**src/rtl/issue_ctrl_pkg.sv**
```systemverilog
// Shared types for the dual-issue controller: FSM encodings, register index
// width and the source/destination match helper.
package issue_ctrl_pkg;

  localparam int REG_W = 5;

  typedef logic [REG_W-1:0] reg_idx_t;

  typedef enum logic [1:0] {
    ISSUE_RUN   = 2'd0,
    ISSUE_DRAIN = 2'd1,
    ISSUE_SOLO  = 2'd2,
    ISSUE_POST  = 2'd3
  } issue_state_e;

  // r0 is hardwired zero, so it never participates in a dependency.
  function automatic logic reg_hit(input reg_idx_t src, input reg_idx_t dst);
    return (src != '0) && (src == dst);
  endfunction

endpackage

```
**src/rtl/issue_ctrl_load_scoreboard.sv**
```systemverilog
// Tracks destinations of recently issued loads and flags any source operand
// that would read a load result before it is available.
module issue_ctrl_load_scoreboard
  import issue_ctrl_pkg::*;
#(
  parameter int LOAD_LAT = 2
) (
  input  logic     i_clk,
  input  logic     i_rst,
  input  logic     i_flush,
  input  logic     i_shift,
  input  logic     i_push,
  input  reg_idx_t i_push_rd,
  input  reg_idx_t i_rj0,
  input  reg_idx_t i_rk0,
  input  reg_idx_t i_rj1,
  input  reg_idx_t i_rk1,
  output logic     o_busy_j0,
  output logic     o_busy_k0,
  output logic     o_busy_j1,
  output logic     o_busy_k1
);

  logic [LOAD_LAT-1:0]            r_vld;
  logic [LOAD_LAT-1:0][REG_W-1:0] r_rd;

  // A push only ever coincides with a shift, since loads issue only when
  // the downstream stage accepts.
  always_ff @(posedge i_clk or posedge i_rst) begin
    if (i_rst) begin
      r_vld <= '0;
      r_rd  <= '0;
    end else if (i_flush) begin
      r_vld <= '0;
    end else if (i_shift) begin
      r_vld[0] <= i_push;
      r_rd[0]  <= i_push_rd;
      for (int i = 1; i < LOAD_LAT; i++) begin
        r_vld[i] <= r_vld[i-1];
        r_rd[i]  <= r_rd[i-1];
      end
    end
  end

  always_comb begin
    o_busy_j0 = 1'b0;
    o_busy_k0 = 1'b0;
    o_busy_j1 = 1'b0;
    o_busy_k1 = 1'b0;
    for (int i = 0; i < LOAD_LAT; i++) begin
      if (r_vld[i]) begin
        if (reg_hit(i_rj0, r_rd[i])) o_busy_j0 = 1'b1;
        if (reg_hit(i_rk0, r_rd[i])) o_busy_k0 = 1'b1;
        if (reg_hit(i_rj1, r_rd[i])) o_busy_j1 = 1'b1;
        if (reg_hit(i_rk1, r_rd[i])) o_busy_k1 = 1'b1;
      end
    end
  end

endmodule

```
**src/rtl/issue_ctrl.sv**
```systemverilog
// Dual-issue scheduler from the IQ head into REG_EX1: pairing rules, load
// scoreboard hazards, serialisation FSM and a saturating stall counter.
module issue_ctrl
  import issue_ctrl_pkg::*;
#(
  parameter int LOAD_LAT = 2,
  parameter int CNT_W    = 32
) (
  input  logic             aclk,
  input  logic             areset,
  input  logic             flush,
  input  logic [1:0]       iq_valid,
  input  logic [REG_W-1:0] iq_rd0,
  input  logic [REG_W-1:0] iq_rj0,
  input  logic [REG_W-1:0] iq_rk0,
  input  logic [REG_W-1:0] iq_rd1,
  input  logic [REG_W-1:0] iq_rj1,
  input  logic [REG_W-1:0] iq_rk1,
  input  logic             iq_is_ALU_0,
  input  logic             iq_is_ALU_1,
  input  logic             iq_is_load_0,
  input  logic             iq_is_load_1,
  input  logic             iq_is_branch_0,
  input  logic             iq_serial_0,
  input  logic             iq_serial_1,
  input  logic             ex_allowin,
  input  logic             pipe_empty,
  output logic             issue_valid0,
  output logic             issue_valid1,
  output logic [1:0]       issue_num,
  output logic [CNT_W-1:0] stall_cycles
);

  issue_state_e     r_state;
  logic [CNT_W-1:0] r_stall;

  logic     w_busy_j0, w_busy_k0, w_busy_j1, w_busy_k1;
  logic     w_haz0, w_haz1;
  logic     w_slot0_ok;
  logic     w_issue0, w_issue1;
  logic     w_raw, w_waw, w_fu_ok;
  logic     w_push;
  reg_idx_t w_push_rd;
  logic     w_stall_evt;

  issue_ctrl_load_scoreboard #(
    .LOAD_LAT (LOAD_LAT)
  ) u_sb (
    .i_clk     (aclk),
    .i_rst     (areset),
    .i_flush   (flush),
    .i_shift   (ex_allowin),
    .i_push    (w_push),
    .i_push_rd (w_push_rd),
    .i_rj0     (iq_rj0),
    .i_rk0     (iq_rk0),
    .i_rj1     (iq_rj1),
    .i_rk1     (iq_rk1),
    .o_busy_j0 (w_busy_j0),
    .o_busy_k0 (w_busy_k0),
    .o_busy_j1 (w_busy_j1),
    .o_busy_k1 (w_busy_k1)
  );

  assign w_haz0 = w_busy_j0 | w_busy_k0;
  assign w_haz1 = w_busy_j1 | w_busy_k1;

  assign w_raw   = reg_hit(iq_rj1, iq_rd0) | reg_hit(iq_rk1, iq_rd0);
  assign w_waw   = reg_hit(iq_rd1, iq_rd0);
  assign w_fu_ok = (iq_is_ALU_0 | iq_is_ALU_1) & ~(iq_is_load_0 & iq_is_load_1);

  assign w_slot0_ok = ~areset & ~flush & ex_allowin & iq_valid[0] & ~w_haz0;

  // In SOLO the serialising instruction at the head is the one allowed out.
  always_comb begin
    w_issue0 = 1'b0;
    case (r_state)
      ISSUE_RUN:  w_issue0 = w_slot0_ok & ~iq_serial_0;
      ISSUE_SOLO: w_issue0 = w_slot0_ok;
      default:    w_issue0 = 1'b0;
    endcase
  end

  assign w_issue1 = w_issue0 & (r_state == ISSUE_RUN) & iq_valid[1]
                  & ~iq_serial_1 & ~iq_is_branch_0 & ~w_haz1
                  & ~w_raw & ~w_waw & w_fu_ok;

  // Loads never pair, so at most one destination enters per cycle.
  always_comb begin
    w_push    = 1'b0;
    w_push_rd = '0;
    if (w_issue0 && iq_is_load_0 && iq_rd0 != '0) begin
      w_push    = 1'b1;
      w_push_rd = iq_rd0;
    end else if (w_issue1 && iq_is_load_1 && iq_rd1 != '0) begin
      w_push    = 1'b1;
      w_push_rd = iq_rd1;
    end
  end

  assign issue_valid0 = w_issue0;
  assign issue_valid1 = w_issue1;
  assign issue_num    = {1'b0, w_issue0} + {1'b0, w_issue1};

  always_ff @(posedge aclk or posedge areset) begin
    if (areset) begin
      r_state <= ISSUE_RUN;
    end else if (flush) begin
      r_state <= ISSUE_RUN;
    end else begin
      case (r_state)
        ISSUE_RUN: begin
          if (iq_valid[0] && iq_serial_0 && ex_allowin) r_state <= ISSUE_DRAIN;
        end
        ISSUE_DRAIN: begin
          if (pipe_empty) r_state <= ISSUE_SOLO;
        end
        ISSUE_SOLO: begin
          if (w_issue0) r_state <= ISSUE_POST;
        end
        ISSUE_POST: begin
          if (pipe_empty) r_state <= ISSUE_RUN;
        end
        default: r_state <= ISSUE_RUN;
      endcase
    end
  end

  assign w_stall_evt = iq_valid[0] & ex_allowin & ~w_issue0 & ~flush;

  always_ff @(posedge aclk or posedge areset) begin
    if (areset) begin
      r_stall <= '0;
    end else if (w_stall_evt && (r_stall != {CNT_W{1'b1}})) begin
      r_stall <= r_stall + CNT_W'(1);
    end
  end

  assign stall_cycles = r_stall;

endmodule

```
**config.mk**
```make
export PLATFORM = sky130hd
export DESIGN_NAME = issue_ctrl
export DESIGN_NICKNAME = d
export VERILOG_FILES = /design/src/rtl/issue_ctrl_pkg.sv /design/src/rtl/issue_ctrl_load_scoreboard.sv /design/src/rtl/issue_ctrl.sv
export SDC_FILE = /design/constraint.sdc
export NUM_CORES = 1
export LEC_CHECK = 0
export CORE_AREA = 2 2 86 88
export DETAILED_ROUTE_END_ITERATION = 10
export DIE_AREA = 0 0 88 90
export HOLD_SLACK_MARGIN = 0.12
export PLACE_DENSITY = 0.8
export RECOVER_POWER = 100
export REMOVE_ABC_BUFFERS = 1
export SETUP_SLACK_MARGIN = 0.05
export SYNTH_ARGS = -nofsm -noshare
export SYNTH_HDL_FRONTEND = slang
export SYNTH_SLANG_ARGS = --single-unit
```
**constraint.sdc**
```tcl
create_clock -name aclk -period 4 [get_ports aclk]
set_clock_uncertainty 0.05 [all_clocks]
set_input_delay 0.8 -clock aclk [delete_from_list [all_inputs] [get_ports aclk]]
set_output_delay 0.8 -clock aclk [all_outputs]
set_load 0.005 [all_outputs]
```
Word-level counts from Yosys, hierarchy flattened
Index checks and enable logic that the tools add are counted.
{"block": "classes", "n_addsub": 2, "n_eq_ne": 19, "mux": 29, "bitwise": 33, "reduce_logical": 28}
{"cell": "$eq A5 B5 Y1", "n": 11}
{"cell": "$add A32 B1 Y32 const B", "n": 1}
{"cell": "$ne A32 B32 Y1 const B", "n": 1}
{"cell": "$reduce_bool A5 Y1", "n": 6}
{"cell": "$and A1 B1 Y1", "n": 18}
{"cell": "$logic_and A1 B1 Y1", "n": 18}
{"cell": "$mux W1", "n": 18}
{"cell": "$mux W2", "n": 7}
{"cell": "$not A1 Y1", "n": 11}
{"cell": "$mux W5", "n": 2}
{"cell": "$ne A3 B3 Y1 const B", "n": 3}
{"cell": "$pmux W2 S4", "n": 1}
{"cell": "$eq A2 B2 Y1 const B", "n": 2}
{"cell": "$or A1 B1 Y1", "n": 4}
{"cell": "$reduce_and A4 Y1", "n": 1}
{"cell": "$ne A3 B2 Y1 const B", "n": 1}
{"cell": "$add A1 B1 Y2", "n": 1}
{"cell": "$eq A2 B1 Y1 const B", "n": 1}
{"cell": "$logic_not A2 Y1", "n": 1}
{"cell": "$pmux W1 S2", "n": 1}
{"cell": "$reduce_and A2 Y1", "n": 1}
{"cell": "$reduce_bool A2 Y1", "n": 1}
{"block": "totals", "ff_bits": 46, "out_inout_bits": 36, "word_cells": 116}

Depth between registers and ports, before layout
Gate-level depths: netlist (run 1).
{"block": "logic_depth", "ltp_word": 25, "depth_mapped": 9, "mapped_depth_nobuf": 8}

Hierarchy
Synthesis (run 1) repeated with hierarchy kept, for this count alone.
{"block": "unflattened", "cells_unflattened": 335, "area_unflattened_um2": 3256.9}
{"mod": "issue_ctrl", "instances": 1, "cells_per_inst": 228, "area_per_inst_um2": 2190.9, "seq_area_each_um2": 850.8}
{"mod": "issue_ctrl_load_scoreboard", "instances": 1, "cells_per_inst": 107, "area_per_inst_um2": 1066.0, "seq_area_each_um2": 300.3}

Least setup slack after synthesis (run 1)
Ideal clock, no wire load.
{"block": "synth_timing", "path_kind": "input to output", "start": "input iq_rj0[0]", "end": "output issue_num[0]", "t_arrival_ns": 2.575, "setup_slack_ns": 0.575, "stages": 7, "path_buffers": 1, "cell_sequence": "or4_1 nor2_2 nor4_1 a2111oi_4 buf_2 and3_1 ha_1"}
{"block": "synth_between", "elab_chain_cells": 20}
{"item": "from (decl)", "line": "issue_ctrl.sv:14", "text": "input logic [REG_W-1:0] iq_rj0,"}
{"item": "$eq A5 B5 Y1 / $reduce_bool A5 Y1 (equally long branches)", "line": "issue_ctrl_pkg.sv:18", "text": "return (src != '0) && (src == dst);"}
{"item": "$logic_and A1 B1 Y1", "line": "issue_ctrl_pkg.sv:18"}
{"item": "$mux W1", "line": "issue_ctrl_load_scoreboard.sv:52", "text": "if (reg_hit(i_rj0, r_rd[i])) o_busy_j0 = 1'b1;"}
{"item": "$mux W1", "line": "issue_ctrl_load_scoreboard.sv:51", "text": "if (r_vld[i]) begin"}
{"item": "$mux W1", "line": "issue_ctrl_load_scoreboard.sv:52"}
{"item": "$mux W1 (*)", "line": "issue_ctrl_load_scoreboard.sv:51"}
{"item": "$or A1 B1 Y1 (*)", "line": "issue_ctrl.sv:65", "text": "assign w_haz0 = w_busy_j0 | w_busy_k0;"}
{"item": "$not A1 Y1 (*)", "line": "issue_ctrl.sv:72", "text": "assign w_slot0_ok = ~areset & ~flush & ex_allowin & iq_valid[0] & ~w_haz0;"}
{"item": "$and A1 B1 Y1 (*)", "line": "issue_ctrl.sv:72"}
{"item": "$and A1 B1 Y1", "line": "issue_ctrl.sv:78", "text": "ISSUE_RUN: w_issue0 = w_slot0_ok & ~iq_serial_0;"}
{"item": "$pmux W1 S2 (*)", "line": "issue_ctrl.sv:77", "text": "case (r_state)"}
{"item": "named net issue_valid0", "line": "issue_ctrl.sv:28", "text": "output logic issue_valid0,"}
{"item": "$and A1 B1 Y1 (*) (2 in series)", "line": "issue_ctrl.sv:84", "text": "assign w_issue1 = w_issue0 & (r_state == ISSUE_RUN) & iq_valid[1]"}
{"item": "$and A1 B1 Y1 (*) (3 in series)", "line": "issue_ctrl.sv:85", "text": "& ~iq_serial_1 & ~iq_is_branch_0 & ~w_haz1"}
{"item": "$and A1 B1 Y1 (*) (3 in series)", "line": "issue_ctrl.sv:86", "text": "& ~w_raw & ~w_waw & w_fu_ok;"}
{"item": "named net issue_valid1", "line": "issue_ctrl.sv:29", "text": "output logic issue_valid1,"}
{"item": "$add A1 B1 Y2 (*)", "line": "issue_ctrl.sv:103", "text": "assign issue_num = {1'b0, w_issue0} + {1'b0, w_issue1};"}
{"item": "to (decl)", "line": "issue_ctrl.sv:30", "text": "output logic [1:0] issue_num,"}
Mark *: on every way through the listed nets, which the timed path passes. The rest lies on a longest branch.

Final worst setup path (run 1)
{"block": "layout_timing", "start": "input iq_rd1[1]", "end": "output issue_num[1]"}
{"block": "layout_between", "elab_chain_cells": 6}
{"item": "from (decl)", "line": "issue_ctrl.sv:16", "text": "input logic [REG_W-1:0] iq_rd1,"}
{"item": "$eq A5 B5 Y1 / $reduce_bool A5 Y1 (equally long branches)", "line": "issue_ctrl_pkg.sv:18"}
{"item": "$logic_and A1 B1 Y1 (*)", "line": "issue_ctrl_pkg.sv:18"}
{"item": "$not A1 Y1 (*)", "line": "issue_ctrl.sv:86"}
{"item": "$and A1 B1 Y1 (*) (2 in series)", "line": "issue_ctrl.sv:86"}
{"item": "$add A1 B1 Y2 (*)", "line": "issue_ctrl.sv:103"}
Every way passes the cells marked *; elsewhere a longest branch is shown, timed or not.

==> results.sh, run 1 <==
export IMPL_pwr_share_seq_pct=45.8
export IMPL_clk_path_buf_depth=2
export IMPL_drt_iter0_markers=96
export IMPL_grt_usage_pct=21.6
export IMPL_hold_viol=0
export IMPL_violations="max-capacitance violations, max-slew violations"
export IMPL_n_antenna_cell=0
export IMPL_vias=2868
export IMPL_r2r_slack_ps=840
export IMPL_netlist_area_um2=3110
export IMPL_wl_per_cell_um=15.7
export IMPL_slew_viol_final=47
export IMPL_worstSetupEndpointType="primary output"
export IMPL_cts_sinks=46
export IMPL_synth_edf_count=0
export IMPL_cts_root_buf="clkbuf_8"
export IMPL_grt_max_degree=47
export IMPL_final_util_pct=60.9
export IMPL_worstPathRequired_ps=3150
export IMPL_grt_remaining_overflow=0
export IMPL_multi_input_area_um2=1830
export IMPL_syn_to_final_growth_pct=37.4
export IMPL_yosysWarnings=0
export IMPL_status="finished with violations"
export IMPL_fin_nets=485
export IMPL_ys_top_cells_by_area="dfrtp_1 (37%), xor2_1 (14%), xnor2_1 (11%), nor3_1 (3.7%), nand2_1 (3.3%)"
export IMPL_cts_made_buffers=5
export IMPL_power_switching_mw=0.361
export IMPL_worstSkewPairLatency_ps=300
export IMPL_drc=0
export IMPL_min_path_type="register to register"
export IMPL_fp_dieW_um=88
export IMPL_drtPass1Iterations=4
export IMPL_cp_start_kind="primary input"
export IMPL_worst_path_max_fanout=2
export IMPL_cp_endpoint="issue_num[1]"
export IMPL_hpwl_um=6330
export IMPL_antenna_left=0
export IMPL_yosys_area_top_type="dfrtp_1"
export IMPL_period_share_pct=95.7
export IMPL_portBuffers=79
export IMPL_core_area_um2=7020
export IMPL_synthFlopType="dfrtp_1"
export IMPL_hold_buffers=0
export IMPL_cts_tree="built"
export IMPL_grt_antenna_before_repair=0
export IMPL_yosysMostFrequentCell="xor2_1"
export IMPL_grt_pass1_vias=2886
export IMPL_die_y_um=90
export IMPL_max_slew_margin_pct=-57.7
export IMPL_seq_area_um2=1150
export IMPL_cp_arrival_ps=2980
export IMPL_die_area_um2=7920
export IMPL_combPwrFrac_pct=25.3
export IMPL_h_tree_depth=2
export IMPL_worstSetupPathType="primary input to primary output"
export IMPL_fin_tns_setup_ps=0
export IMPL_irDropWorstVdd_mv=0.347
export IMPL_clk_pin_slew_ps=80
export IMPL_fp_row_count=31
export IMPL_grt_pass1_wl_um=13700
export IMPL_synth_cell_type_count=40
export IMPL_power_density_nw_per_um2=285
export IMPL_ys_seq_area_share_pct=37.0
export IMPL_fillerInstances=608
export IMPL_viasPerCell=5.36
export IMPL_ios=80
export IMPL_rsz0062_at_grt="false"
export IMPL_postSynthAreaPerCell_um2=9.26
export IMPL_drive_gt1_share_pct=11.7
export IMPL_worstMarginPinSlew_ps=2370
export IMPL_r2r_end="r_state[0]$_DFFE_PP0P_"
export IMPL_routed_wl_um=8400
export IMPL_setup_violations=0
export IMPL_ys_ff_latch=46
export IMPL_gp_congestion=0.927
export IMPL_p_clk_share_pct=28.9
export IMPL_period_needed_ps=3830
export IMPL_max_freq_mhz=261
export IMPL_synth_cells=336
export IMPL_critPathLaunch="iq_rd1[1]"
export IMPL_r2r_cells=10
export IMPL_leakagePower_nw=1.99
export IMPL_p_sw_share_pct=29.6
export IMPL_p_int_mw=0.859
export IMPL_maxCapViolCount=1
export IMPL_async_flop_share_pct=100
export IMPL_start_util_pct=44.3
export IMPL_reg2reg_from="r_state[0]$_DFFE_PP0P_"
export IMPL_yosysTopAreaCellShare_pct=37.0
export IMPL_synthTopCellsByCount="xor2_1 (48), dfrtp_1 (46), xnor2_1 (38)"
[critical path, cell delays in order]
cell             delay, ps
clkdlybuf4s50_1        410
or4_1                  520
nor2_1                 170
o31ai_2                 90
a2111oi_2              290
buf_4                  170
and3_4                 180
ha_1                   130
dlygate4sd2_1          230
[per-layer routing]
layer | share of wire [%] | global-route usage [%] | wire length (um) | up-vias
met5 | 0 | 0 | 0 | -
met4 | 2.0 | 6.67 | 167 | 0
met3 | 5.6 | 4.04 | 470 | 18
met2 | 49 | 35.9 | 4100 | 94
met1 | 44 | 28.2 | 3660 | 1384
li1 | - | - | - | 1372
[stage by stage]
step	std cells	hold slack (ps)	area [um2]	power [mW]	setup slack (ps)
after floorplan	315	434	3010	0.704	-200
after global placement	525	432	4160	0.872	-228
after detailed placement	525	431	4160	0.888	-257
after CTS	534	450	4300	1.25	36.7
after global routing	535	463	4270	1.29	50.7
final	535	443	4270	1.22	173
[cell type report]
| type | instances | share of cell area [%] |
|---|---|---|
| Multi-Input combinational cell | 258 | 42.7 |
| Sequential cell | 46 | 26.9 |
| Timing Repair Buffer | 113 | 23.8 |
| Tap cell | 99 | 2.90 |
| Clock buffer | 5 | 1.61 |
| Clock inverter | 3 | 1.02 |
| Inverter | 11 | 0.966 |
[flip-flops by register name (all words and copies together), names as in the netlist]
name and flops:
u_sb.r_vld 2, stall_cycles 32, r_state 2, u_sb.r_rd 10
[cell families after synthesis]
kind of cell             Yosys count  synth area share [%]
XOR/XNOR                          86                  24.2
adder cells (fa/ha/maj)            6                  2.41
multiplexers                       9                  3.18
AND/OR/NAND/NOR                  136                  23.0
AO/OA/AOI/OAI                     21                  5.51
flip-flops                        46                  37.0
buffers and inverters             32                  4.67
[what timing repair did]
item / in CTS / in global routing
pin swaps: 4 / 3
setup endpoints to repair: 4 / 3
gates cloned: 0 / 0
setup buffers: 1 / 1
hold endpoints to repair: 0 / 0
gates resized for setup: 10 / 3
[how the worst min path moves through the flow]
stage,depth (start not counted),start,to
3_5_place_dp,1,stall_cycles[19]$_DFFE_PP0P_,stall_cycles[19]$_DFFE_PP0P_
6_report,1,stall_cycles[9]$_DFFE_PP0P_,stall_cycles[9]$_DFFE_PP0P_
3_3_place_gp,1,stall_cycles[17]$_DFFE_PP0P_,stall_cycles[17]$_DFFE_PP0P_
4_1_cts,1,stall_cycles[19]$_DFFE_PP0P_,stall_cycles[19]$_DFFE_PP0P_
5_1_grt,1,stall_cycles[17]$_DFFE_PP0P_,stall_cycles[17]$_DFFE_PP0P_
2_1_floorplan,1,stall_cycles[14]$_DFFE_PP0P_,stall_cycles[14]$_DFFE_PP0P_
[cell usage in the layout, fill, tap and decap left out, types with 19 or more instances in the layout]
cell type        Yosys  final
xor2_1              48     48
nor3_1              23     22
dlygate4sd3_1        0     34
nand3_1             19     19
nand2_1             27     27
dfrtp_1             46     46
buf_4                1     28
nor2_1              19     20
clkdlybuf4s50_1      0     41
xnor2_1             38     38
[power groups by stage]
| stage | clock (mW) | combinational (mW) | sequential, mW |
|---|---|---|---|
| 2_1_floorplan | 0 | 0.149 | 0.555 |
| 3_3_place_gp | 0 | 0.308 | 0.564 |
| 3_5_place_dp | 0 | 0.320 | 0.568 |
| 4_1_cts | 0.363 | 0.324 | 0.559 |
| 5_1_grt | 0.377 | 0.344 | 0.566 |
| 6_report | 0.352 | 0.309 | 0.559 |
(Power assumes the default switching activity.)
==> inputs of run 2 (changes only) <==
CORE_AREA = 2 2 110 69   (was 2 2 86 88)
DIE_AREA = 0 0 112 71   (was 0 0 88 90)
PLACE_DENSITY = 0.81   (was 0.8)
==> run 2 against run 1 <==
Net effect: count of clock-buffer cells in the layout unchanged; final area increased by 1.2%; the run still ends with max-capacitance violations, max-slew violations left; total power increased by 4.0%; non-clock buffer count increased by 1; critical path type unchanged.
==> results.sh, run 2 (synthesis results as in run 1) <==
export IMPL_start_util_pct=44.3
export IMPL_setup_ws_ps=104
export IMPL_die_area_um2=7950
export IMPL_cp_endpoint="issue_num[0]"
export IMPL_hpwl_um=6830
export IMPL_period_share_pct=97.4
export IMPL_final_common_cell="xor2_1"
export IMPL_reg2reg_from="r_state[0]$_DFFE_PP0P_"
export IMPL_die_y_um=71
export IMPL_vias=2847
export IMPL_period_needed_ps=3900
export IMPL_power_density_nw_per_um2=293
export IMPL_h_tree_depth=2
export IMPL_grt_usage_pct=23.2
export IMPL_worstSetupPathType="primary input to primary output"
export IMPL_fin_tns_setup_ps=0
export IMPL_power_total_mw=1.27
export IMPL_rsz0062_at_grt="true"
export IMPL_n_antenna_cell=0
export IMPL_clk_pin_slew_ps=60
export IMPL_cp_arrival_ps=3050
export IMPL_leakagePower_nw=2.01
export IMPL_fp_row_count=24
export IMPL_drt_iter0_markers=160
export IMPL_antenna_left=0
export IMPL_irDropWorstVdd_mv=0.270
export IMPL_drive_gt1_share_pct=12.4
export IMPL_fillerInstances=624
export IMPL_gp_congestion=0.934
export IMPL_r2r_end="u_sb.r_vld[0]$_DFFE_PP0P_"
export IMPL_worstSetupEndpointType="primary output"
export IMPL_cp_start_kind="primary input"
export IMPL_cts_sinks=46
export IMPL_r2r_slack_ps=770
export IMPL_worstSkewPairLatency_ps=280
export IMPL_grt_pass1_wl_um=14800
export IMPL_multi_input_area_um2=1850
export IMPL_max_slew_margin_pct=-65.2
export IMPL_ios=80
export IMPL_hold_buffers=0
export IMPL_drtPass1Iterations=4
export IMPL_hold_viol=0
export IMPL_grt_pass1_vias=2918
export IMPL_slew_viol_final=47
export IMPL_cts_root_buf="clkbuf_16"
export IMPL_setup_violations=0
export IMPL_grt_remaining_overflow=0
export IMPL_max_freq_mhz=257
export IMPL_fin_nets=486
export IMPL_cts_made_buffers=5
export IMPL_syn_to_final_growth_pct=39.1
export IMPL_seq_area_um2=1150
export IMPL_final_cell_mix="xor2_1 (48), dfrtp_1 (46), clkdlybuf4s50_1 (41)"
export IMPL_worst_path_max_fanout=2
export IMPL_largest_reg_flops=32
export IMPL_wl_per_cell_um=17.1
export IMPL_viasPerCell=5.40
export IMPL_clk_path_buf_depth=2
export IMPL_core_area_um2=7030
export IMPL_cts_tree="built"
export IMPL_status="finished with violations"
export IMPL_violations="max-capacitance violations, max-slew violations"
export IMPL_portBuffers=79
export IMPL_drc=0
export IMPL_r2r_cells=10
export IMPL_min_path_type="register to register"
export IMPL_grt_max_degree=47
export IMPL_routed_wl_um=8990
export IMPL_critPathLaunch="iq_rd1[1]"
export IMPL_worstMarginPinSlew_ps=2480
export IMPL_pre_cts_ws_ps=-299
export IMPL_maxCapViolCount=1
export IMPL_worstPathRequired_ps=3150
export IMPL_fp_dieW_um=112
export IMPL_grt_antenna_before_repair=0
-- run 2: cell count changes in the layout (fill, tap and decap cells not counted), moves of 2 or more --
| cell | previous run | this run |
|---|---|---|
| buf_4 | 28 | 31 |
| clkbuf_16 | 0 | 5 |
| clkbuf_2 | 2 | 0 |
| clkbuf_8 | 5 | 0 |
| nor2_1 | 20 | 18 |
| nor4_1 | 14 | 12 |
| nor4_2 | 1 | 3 |
-- run 2: cell type report --
| cell class | count | area share [%] |
|---|---|---|
| Tap cell | 91 | 2.63 |
| Inverter | 11 | 0.955 |
| Multi-Input combinational cell | 258 | 42.7 |
| Clock inverter | 2 | 0.231 |
| Timing Repair Buffer | 114 | 24.0 |
| Sequential cell | 46 | 26.6 |
| Clock buffer | 5 | 2.89 |
-- run 2: worst min-delay path by stage --
stage                                  from                      endpoint  slack [ps]  cells after the start
2_1_floorplan  stall_cycles[14]$_DFFE_PP0P_  stall_cycles[14]$_DFFE_PP0P_         430                      1
3_3_place_gp   stall_cycles[27]$_DFFE_PP0P_  stall_cycles[27]$_DFFE_PP0P_         430                      1
3_5_place_dp   stall_cycles[19]$_DFFE_PP0P_  stall_cycles[19]$_DFFE_PP0P_         430                      1
4_1_cts        stall_cycles[19]$_DFFE_PP0P_  stall_cycles[19]$_DFFE_PP0P_         440                      1
5_1_grt        stall_cycles[17]$_DFFE_PP0P_  stall_cycles[17]$_DFFE_PP0P_         450                      1
6_report       stall_cycles[19]$_DFFE_PP0P_  stall_cycles[19]$_DFFE_PP0P_         440                      1
-- run 2: metal layers --
layer | track usage (%) | part of all wire, %
met5 | 0 | 0
met4 | 3.93 | 1.1
met3 | 5.40 | 8.9
met2 | 35.6 | 43
met1 | 34.2 | 47
-- run 2: timing repair --
action | CTS | global route
resized for setup | 10 | 4
pin swaps | 3 | 6
setup buffers | 2 | 2
endpoints found under the setup margin | 3 | 4
-- run 2: where the power goes --
part           switching, mW  internal (mW)  leakage, nW
sequential            0.0620          0.500        0.633
clock                  0.169          0.226       0.0694
combinational          0.139          0.173         1.31
total                  0.370          0.899         2.01
-- run 2: through the flow --
stage / instances / cell area [um2] / util [%] / hold slack (ps)
6_report: 527 / 4330 / 61.6 / 436
5_1_grt: 527 / 4330 / 61.6 / 454
4_1_cts: 525 / 4310 / 61.4 / 445
3_5_place_dp: 516 / 4140 / 59.0 / 434
3_3_place_gp: 516 / 4140 / 59.0 / 430
2_1_floorplan: 315 / 3010 / - / 434
-- run 2: worst max-delay path: stages --
cell and delay [ps]:
clkdlybuf4s50_1 420, or4_4 560, nor2_4 110, o31ai_2 90, a2111oi_2 290, buf_4 170
and3_4 180, ha_1 220, clkdlybuf4s15_1 200
==> inputs of run 3 (changes only) <==
PLACE_DENSITY = 0.74   (was 0.81)
TNS_END_PERCENT = 100   (was default)
==> run 3 against run 2 <==
Net effect: the flow now finishes without violations; sequential power about the same; clock power increased by 21%; final area increased by 3.9%; non-clock buffer count increased by 16; worst hold slack improved by 5.4 ps; count of clock-buffer cells in the layout unchanged; sequential share of layout area decreased by 0.99 points; total power increased by 6.9%; largest cell class unchanged.
==> results.sh, run 3 (synthesis results as in run 1) <==
export IMPL_status="finished, final reports clean"
export IMPL_pre_cts_ws_ps=-288
export IMPL_drt_iter0_markers=200
export IMPL_max_freq_mhz=254
export IMPL_syn_to_final_growth_pct=44.4
export IMPL_crit_slowest_cell="or4_4"
export IMPL_viasPerCell=5.39
export IMPL_grt_pass1_vias=2943
export IMPL_cts_sinks=46
export IMPL_grt_pass1_wl_um=15000
export IMPL_hold_viol=0
export IMPL_critical_path_top_delay_family="simple AND/OR/NAND/NOR gates"
export IMPL_fp_dieW_um=112
export IMPL_cts_root_buf="clkbuf_16"
export IMPL_leakagePower_nw=2.12
export IMPL_combPwrFrac_pct=23.4
export IMPL_drtPass1Iterations=4
export IMPL_grt_antenna_before_repair=0
export IMPL_min_path_type="register to register"
export IMPL_gp_congestion=0.959
export IMPL_max_stage_delay_ps=530
export IMPL_p_clk_share_pct=35.1
export IMPL_cts_made_buffers=5
export IMPL_final_util_pct=63.9
export IMPL_largest_reg_flops=32
export IMPL_wl_per_cell_um=16.8
export IMPL_slew_viol_final=0
export IMPL_drc=0
export IMPL_h_tree_depth=2
export IMPL_routed_wl_um=9160
export IMPL_worstMarginPinSlew_ps=1140
export IMPL_period_share_pct=98.3
export IMPL_grt_max_degree=32
export IMPL_die_area_um2=7950
export IMPL_grt_usage_pct=23.7
export IMPL_power_total_mw=1.36
export IMPL_p_int_mw=0.973
export IMPL_start_util_pct=44.3
export IMPL_worstSkewPairLatency_ps=290
export IMPL_die_y_um=71
export IMPL_hpwl_um=6740
export IMPL_drive_gt1_share_pct=15.2
export IMPL_p_sw_share_pct=28.2
export IMPL_worstPathRequired_ps=3150
export IMPL_maxCapViolCount=0
export IMPL_fp_row_count=24
export IMPL_setup_violations=0
export IMPL_power_density_nw_per_um2=302
export IMPL_n_antenna_cell=0
export IMPL_power_switching_mw=0.382
export IMPL_pwr_share_seq_pct=41.5
export IMPL_cp_arrival_ps=3080
export IMPL_irDropWorstVdd_mv=0.208
export IMPL_portBuffers=79
export IMPL_cp_cell_sequence="clkdlybuf4s50_1, or4_4, nor2_4, o31ai_4, a2111oi_2, buf_4, and3_4, ha_1, clkdlybuf4s15_1"
export IMPL_path_buf_inv=3
export IMPL_ios=80
export IMPL_clk_pin_slew_ps=70
export IMPL_core_area_um2=7030
export IMPL_clk_path_buf_depth=2
export IMPL_worstSetupEndpointType="primary output"
export IMPL_cp_start_kind="primary input"
export IMPL_cts_tree="built"
export IMPL_final_area_um2=4490
export IMPL_worst_path_max_fanout=2
export IMPL_final_common_cell="xor2_1"
export IMPL_setup_ws_ps=66.5
export IMPL_vias=2930
export IMPL_hold_buffers=0
export IMPL_max_slew_margin_pct=23.3
export IMPL_fillerInstances=587
export IMPL_worstSetupPathType="primary input to primary output"
export IMPL_period_needed_ps=3930
export IMPL_dpl_cell_area_um2=4180
export IMPL_antenna_left=0
export IMPL_fin_nets=502
export IMPL_grt_remaining_overflow=0
export IMPL_final_cell_mix="xor2_1 (48), buf_4 (46), dfrtp_1 (46)"
export IMPL_rsz0062_at_grt="true"
## run 3: metrics by stage
stage,TNS (ps),hold slack (ps),std cells
after floorplan,-320,434,315
after global placement,-653,432,521
after detailed placement,-671,436,521
after CTS,0,449,544
after global routing,0,460,544
final,0,442,544
## run 3: timing repair
item                                    in CTS  in global routing
pin swaps                                    4                  2
buffers inserted                            15                  0
resized for setup                           13                  6
cloned                                       0                  0
endpoints found under the setup margin       3                  3
## run 3: layer usage
layer	share of wire (%)	GRT usage (%)	up-vias
li1	-	-	1405
met1	50	36.5	1407
met2	42	34.9	111
met4	0.56	3.79	0
met3	7.6	5.14	7
met5	0	0	-
## run 3: area by class of cell
cell class              count  area (um2)  share of cell area (%)
multi-input cells         258        1860                    41.5
repair buffers            130        1150                    25.7
flip-flops and latches     46        1150                    25.6
clock buffers               5         125                    2.78
well taps                  91         114                    2.53
clock inverters             3        43.8                   0.975
inverters                  11        41.3                   0.919
## run 3: path summary, 6_finish.rpt
path                                               from                           end  slack (ps)  cells past startpoint
max                                           iq_rd1[2]                  issue_num[0]          70                      9
max reg2reg                      r_state[0]$_DFFE_PP0P_      u_sb.r_rd[4]$_DFFE_PP0P_         850                     10
max in group asynchronous                        areset      u_sb.r_rd[7]$_DFFE_PP0P_        1510                      3
min                        stall_cycles[30]$_DFFE_PP0P_  stall_cycles[30]$_DFFE_PP0P_         440                      1
min in group asynchronous                        areset   stall_cycles[1]$_DFFE_PP0P_        1100                      2
min reg2reg                stall_cycles[30]$_DFFE_PP0P_  stall_cycles[30]$_DFFE_PP0P_         440                      1
## run 3: power by group through the flow
stage / Sequential [mW] / Combinational, mW / Clock, mW
6_report: 0.562 / 0.317 / 0.476
5_1_grt: 0.569 / 0.351 / 0.502
4_1_cts: 0.562 / 0.327 / 0.482
3_5_place_dp: 0.569 / 0.317 / 0
3_3_place_gp: 0.569 / 0.310 / 0
2_1_floorplan: 0.555 / 0.149 / 0
